**src/rtl/ram8_pkg.sv**
```systemverilog
// Shared sizes and FSM state encoding for the ram8 burst initiator.
// Imported by ram8_burst_ctr and ram8_initiator.
package ram8_pkg;

  localparam int ADDR_W = 3;
  localparam int DATA_W = 8;
  localparam int DEPTH  = 8;

  typedef enum logic [2:0] {
    S_CLEAR    = 3'd0,
    S_IDLE     = 3'd1,
    S_WRITE    = 3'd2,
    S_RD_ISSUE = 3'd3,
    S_RD_CAP   = 3'd4,
    S_RD_RESP  = 3'd5
  } state_t;

endpackage

```
**src/rtl/ram8_burst_ctr.sv**
```systemverilog
// Burst address/beat counter: load start+len, step wraps mod DEPTH.
// Ports: clk, rst_n, load, start, len, step -> addr, last.
module ram8_burst_ctr
  import ram8_pkg::*;
(
  input  logic              clk,
  input  logic              rst_n,
  input  logic              load,
  input  logic [ADDR_W-1:0] start,
  input  logic [ADDR_W-1:0] len,
  input  logic              step,
  output logic [ADDR_W-1:0] addr,
  output logic              last
);

  logic [ADDR_W-1:0] cnt;

  // DEPTH is a power of two, so natural overflow is the wrap.
  always_ff @(posedge clk or negedge rst_n) begin
    if (!rst_n) begin
      addr <= '0;
      cnt  <= '0;
    end else if (load) begin
      addr <= start;
      cnt  <= len;
    end else if (step) begin
      addr <= addr + ADDR_W'(1);
      if (cnt != '0)
        cnt <= cnt - ADDR_W'(1);
    end
  end

  assign last = (cnt == '0);

endmodule

```
**src/rtl/ram8_initiator.sv**
```systemverilog
// Burst initiator driving an 8x8 RAM from a cmd / wdata / rdata stream.
// Ports: cmd_*, w*, r*, ram_* ; macro RAM8_INIT_CLEAR_EN adds CLEAR.
module ram8_initiator
  import ram8_pkg::*;
(
  input  logic              clk,
  input  logic              rst_n,
  input  logic              cmd_valid,
  output logic              cmd_ready,
  input  logic              cmd_wr,
  input  logic [ADDR_W-1:0] cmd_addr,
  input  logic [ADDR_W-1:0] cmd_len,
  input  logic              wvalid,
  output logic              wready,
  input  logic [DATA_W-1:0] wdata,
  output logic              rvalid,
  input  logic              rready,
  output logic [DATA_W-1:0] rdata,
  output logic              rlast,
  output logic              ram_wr_enb,
  output logic [ADDR_W-1:0] ram_wr_addr,
  output logic [DATA_W-1:0] ram_din,
  output logic              ram_rd_enb,
  output logic [ADDR_W-1:0] ram_rd_addr,
  input  logic [DATA_W-1:0] ram_dataout
);

  state_t            state;
  state_t            nxt;
  logic [ADDR_W-1:0] addr;
  logic              last;
  logic              accept;
  logic              wr_beat;
  logic              rd_hs;
  logic              clr_beat;
  logic              step;

  assign accept  = cmd_valid && cmd_ready;
  assign wr_beat = (state == S_WRITE) && wvalid;
  assign rd_hs   = (state == S_RD_RESP) && rready;
`ifdef RAM8_INIT_CLEAR_EN
  assign clr_beat = (state == S_CLEAR);
`else
  assign clr_beat = 1'b0;
`endif
  assign step = wr_beat | (rd_hs & ~last) | clr_beat;

  ram8_burst_ctr u_ctr (
    .clk   (clk),
    .rst_n (rst_n),
    .load  (accept),
    .start (cmd_addr),
    .len   (cmd_len),
    .step  (step),
    .addr  (addr),
    .last  (last)
  );

  always_comb begin
    nxt = state;
    unique case (state)
`ifdef RAM8_INIT_CLEAR_EN
      S_CLEAR:
        if (addr == ADDR_W'(DEPTH - 1))
          nxt = S_IDLE;
`endif
      S_IDLE:
        if (accept)
          nxt = cmd_wr ? S_WRITE : S_RD_ISSUE;
      S_WRITE:
        if (wvalid && last)
          nxt = S_IDLE;
      S_RD_ISSUE:
        nxt = S_RD_CAP;
      S_RD_CAP:
        nxt = S_RD_RESP;
      S_RD_RESP:
        if (rready)
          nxt = last ? S_IDLE : S_RD_ISSUE;
      default:
        nxt = S_IDLE;
    endcase
  end

  always_ff @(posedge clk or negedge rst_n) begin
    if (!rst_n) begin
`ifdef RAM8_INIT_CLEAR_EN
      state <= S_CLEAR;
`else
      state <= S_IDLE;
`endif
      rdata <= '0;
    end else begin
      state <= nxt;
      if (state == S_RD_CAP)
        rdata <= ram_dataout;
    end
  end

  // Every strobe is qualified by rst_n so nothing leaks while in reset.
  always_comb begin
    cmd_ready   = rst_n && (state == S_IDLE);
    wready      = rst_n && (state == S_WRITE);
    rvalid      = rst_n && (state == S_RD_RESP);
    rlast       = rst_n && (state == S_RD_RESP) && last;
    ram_wr_enb  = rst_n && (wr_beat || clr_beat);
    ram_rd_enb  = rst_n && (state == S_RD_ISSUE);
    ram_wr_addr = addr;
    ram_rd_addr = addr;
    ram_din     = '0;
    if (state == S_WRITE)
      ram_din = wdata;
  end

endmodule

```
**config.mk**
```make
export PLATFORM = sky130hd
export DESIGN_NAME = ram8_initiator
export DESIGN_NICKNAME = d
export VERILOG_FILES = /design/src/rtl/ram8_pkg.sv /design/src/rtl/ram8_burst_ctr.sv /design/src/rtl/ram8_initiator.sv
export SDC_FILE = /design/constraint.sdc
export NUM_CORES = 1
export LEC_CHECK = 0
export ABC_AREA = 1
export BUFFER_PORTS_ARGS = -buffer_cell sky130_fd_sc_hd__buf_2
export CAP_MARGIN = 20
export CORE_MARGIN = 10
export CORE_UTILIZATION = 30
export DETAILED_ROUTE_END_ITERATION = 8
export GPL_ROUTABILITY_DRIVEN = 0
export GPL_TIMING_DRIVEN = 0
export PLACE_DENSITY_LB_ADDON = 0.1
export SLEW_MARGIN = 10
export SYNTH_ARGS = -nofsm -noshare
export SYNTH_HDL_FRONTEND = slang
export SYNTH_SLANG_ARGS = --single-unit
```
**constraint.sdc**
```tcl
create_clock -name clk -period 2.7 [get_ports clk]
set_input_delay 0.405 -clock clk [delete_from_list [all_inputs] [get_ports clk]]
set_output_delay 0.405 -clock clk [all_outputs]
set_load 0.01 [all_outputs]
```
==> key figures <==
Outcome
  – Outcome: completed

Layout
  – Fraction of final layout cells with drive strength greater than 1: 0.377
  – Synthesis-to-layout area growth: 33.4%
  – Number of nets in the final layout: 239
  – ANT cells: 0

Worst setup path
  – Type of the worst setup path: register to output pin
  – Depth of the worst register-to-register path: 9
  – Delay contributed by the slowest stage of the critical path: 0.58 ns
  – Crit path arrival time: 1.51 ns
  – WP data required: 2.30 ns
  – Register-to-Register Setup Slack: 1.25 ns
  – Max FO, Critical Path: 4
  – CP top delay family: flip-flops
  – Crit end category: output pin
  – Kind of start point of the critical path: register
  – Cells along the critical path: inv_2, nor2_4, nand2_1, nor3_1, buf_2
  – CP bufs+invs: 2
  – Startpoint of the most critical register-to-register path: u_ctr.cnt[0]$_DFFE_PN0P_
  – Slowest cell on crit path: dfstp_2
  – Capture point of the worst reg-to-reg path: u_ctr.addr[2]$_DFFE_PN0P_

Timing
  – Unrepaired setup endpoints after global routing: false
  – Count of endpoints failing hold in the final timing report: 0
  – Final period demand of the worst path: 1.92 ns
  – Share of the clock period used by the worst path: 0.709
  – Pins over their slew limit: 0
  – Worst-Margin Slew: 0.527 ns
  – Final setup viols: 0
  – Fin Clk Skew: 0.00237 ns
  – Fmax: 522 MHz
  – Slew headroom: 0.648
  – Total negative slack: 0 ns
  – Worst setup slack after layout: 0.785 ns

Global routing
  – Pin count of the biggest net entering global routing: 25
  – Total track usage: 0.0987
  – Remaining Overflow, GRT: 0
  – Number of antenna violations at the first check in global routing: 0
  – First-pass GRT wire length: 5240 um
  – Via count of the first global-routing pass: 1,149

Clock tree
  – Clock Latency Late Sink: 0.30 ns
  – Clock Root Buffer: clkbuf_4
  – Post-cts repair resize count: 0
  – H-tree depth reported by CTS: 1
  – Maximum clock path buffer count: 2
  – Cts-stage hold buffer count: 0
  – Clock net sink count: 17
  – Num CTS Buffers: 3
  – CTS clock-pin slew for the worst setup and hold paths: 0.11 ns
  – Number of buffers inserted by post-CTS setup repair: 0
  – TritonCTS clock tree: yes

Power
  – Worst IR Drop VDD: 0.366 mV
  – Net switching component of the power: 0.668 mW
  – Power Density: 998 nW/um2
  – Switching portion of total power: 0.463
  – Leak pwr: 0.882 nW
  – Internal cell power: 0.776 mW
  – Share of power burned in registers: 0.320
  – Proportion of power drawn by the clock network: 0.104
  – Combinational group share of total power: 0.576

Synthesis
  – List of most frequent post-synthesis cells: nand2_1, inv_1, dfrtp_1
  – Arithmetic-cell share of the synthesized area counting full adders, half adders and majority gates: 0.0346
  – Summed instance area of the synthesized netlist: 1080 um2
  – Area fraction of the dominant cell type after synthesis: 0.369
  – EDFF count, synth: 0
  – Post-Synth XOR/XNOR Area: 0.0161
  – Syn avg cell area: 7.33 um2
  – Most frequently used cell type in the post-synthesis netlist: nand2_1
  – Instance count of the mapped netlist: 148
  – Synth area leaders: dfrtp_1, nand2_1, inv_1
  – Netlist cell types: 25
  – Synth Area in Compound Gates: 0.0311
  – Mapped Nets: 179
  – Seq/Total Area, Yosys: 0.393
  – Fraction of synthesis flops using an asynchronous set or reset pin: 1.00
  – Post-synthesis cell type with the largest combined area: dfrtp_1
  – Main combinational cell family by area after synthesis: simple AND/OR/NAND/NOR gates
  – Synth Flop Type: dfrtp_1
  – Synthesis-stage register bit count: 17
  – Synthesis Warnings: 0
  – Simple-gate share of the synthesized area: 0.411
  – Share of synthesized area spent on multiplexers: 0

Die
  – Die boundary width: 80.1 um
  – Core ar.: 3420 um2
  – Vertical die dimension: 80.1 um
  – Starting density of the core: 0.318
  – Area enclosed by the die boundary: 6420 um2
  – # IOs: 56
  – Num rows: 21

Detailed routing
  – Drc violations: 0
  – Via/cell ratio: 4.41
  – DRT antenna net count: 0
  – Number of iterations in the first detailed-routing pass: 4
  – Drt total wl: 3130 um
  – Total via count in the routed design: 1,115
  – Starting DRT DRC Count: 69
  – Post-detailed-route wirelength per cell: 12.4 um

Min path
  – Type of the worst min-delay path: primary input to asynchronous set/reset pin

Placement
  – Detailed placement HPWL: 2480 um
  – Placement Setup Slack: 0.740 ns
  – Number of input and output port buffers inserted: 55

Job
  – Number of max-capacitance violations reported: 0
[flip-flops by register name, indices dropped and copies added, names as in the netlist]
register / flops
rdata: 8
state: 3
u_ctr.addr: 3
u_ctr.cnt: 3
[per-stage QoR]
step | instances | power, mW | hold WS (ns) | instance area (um2) | util
after global placement | 249 | 1.30 | 0.414 | 1420 | 0.415
after floorplan | 148 | 1.04 | 0.109 | 1080 | -
after CTS | 253 | 1.47 | 0.0746 | 1450 | 0.424
after detailed placement | 249 | 1.31 | 0.421 | 1420 | 0.415
after global routing | 253 | 1.60 | 0.0831 | 1450 | 0.424
final | 253 | 1.44 | 0.0663 | 1450 | 0.424
[area by class of cell]
cell class	count	area [um2]
buffer	5	45.0
clock buffer	3	22.5
clock inverter	1	7.51
fill	364	1970
inverter	21	78.8
multi-input combinational	105	534
sequential	17	427
tap	46	57.6
timing repair buffer	55	275
[power by group through the flow]
stage / Clock [mW] / Sequential, mW / Combinational (mW)
floorplan: 0 / 0.500 / 0.544
global placement: 0 / 0.465 / 0.835
detailed placement: 0 / 0.470 / 0.843
CTS: 0.159 / 0.465 / 0.846
global route: 0.167 / 0.483 / 0.947
finish: 0.150 / 0.462 / 0.832
[cells by family after synthesis]
| logic type | Yosys count |
|---|---|
| xor+xnor | 2 |
| buf+inv | 26 |
| fa+ha+maj | 3 |
| flops | 17 |
| compound gates | 5 |
| simple gates | 95 |
[cell usage in the layout (no fill, tap or decap), drive strengths merged]
master / count
buf: 60
nand3b: 1
o21ai: 1
inv: 21
ha: 3
nand3: 9
nor2: 18
dfrtp: 16
nor3: 3
dfstp: 1
a21oi: 2
xor2: 2
clkinvlp: 1
nand4: 7
o211ai: 2
clkbuf: 3
nand2: 57
[worst max path at each step]
stage | from | end | slack [ns] | cells past startpoint
final | state[0]$_DFFE_PN1P_ | rlast | 0.78 | 5
after detailed placement | rst_n | ram_rd_enb | 0.74 | 4
after global placement | rst_n | ram_rd_enb | 0.75 | 4
after floorplan | state[0]$_DFFE_PN1P_ | rlast | 1.23 | 4
after CTS | rst_n | ram_rd_enb | 0.75 | 4
after global routing | rst_n | rlast | 0.61 | 4
[metal layers]
layer | vias up | GRT usage | wire length, um
met5 | - | 0 | 0
met4 | 0 | 0.0317 | 34
met3 | 4 | 0.0412 | 289
met2 | 36 | 0.161 | 1400
met1 | 499 | 0.114 | 1410
li1 | 576 | - | -
Note: power is estimated with default switching activity, not from simulation.
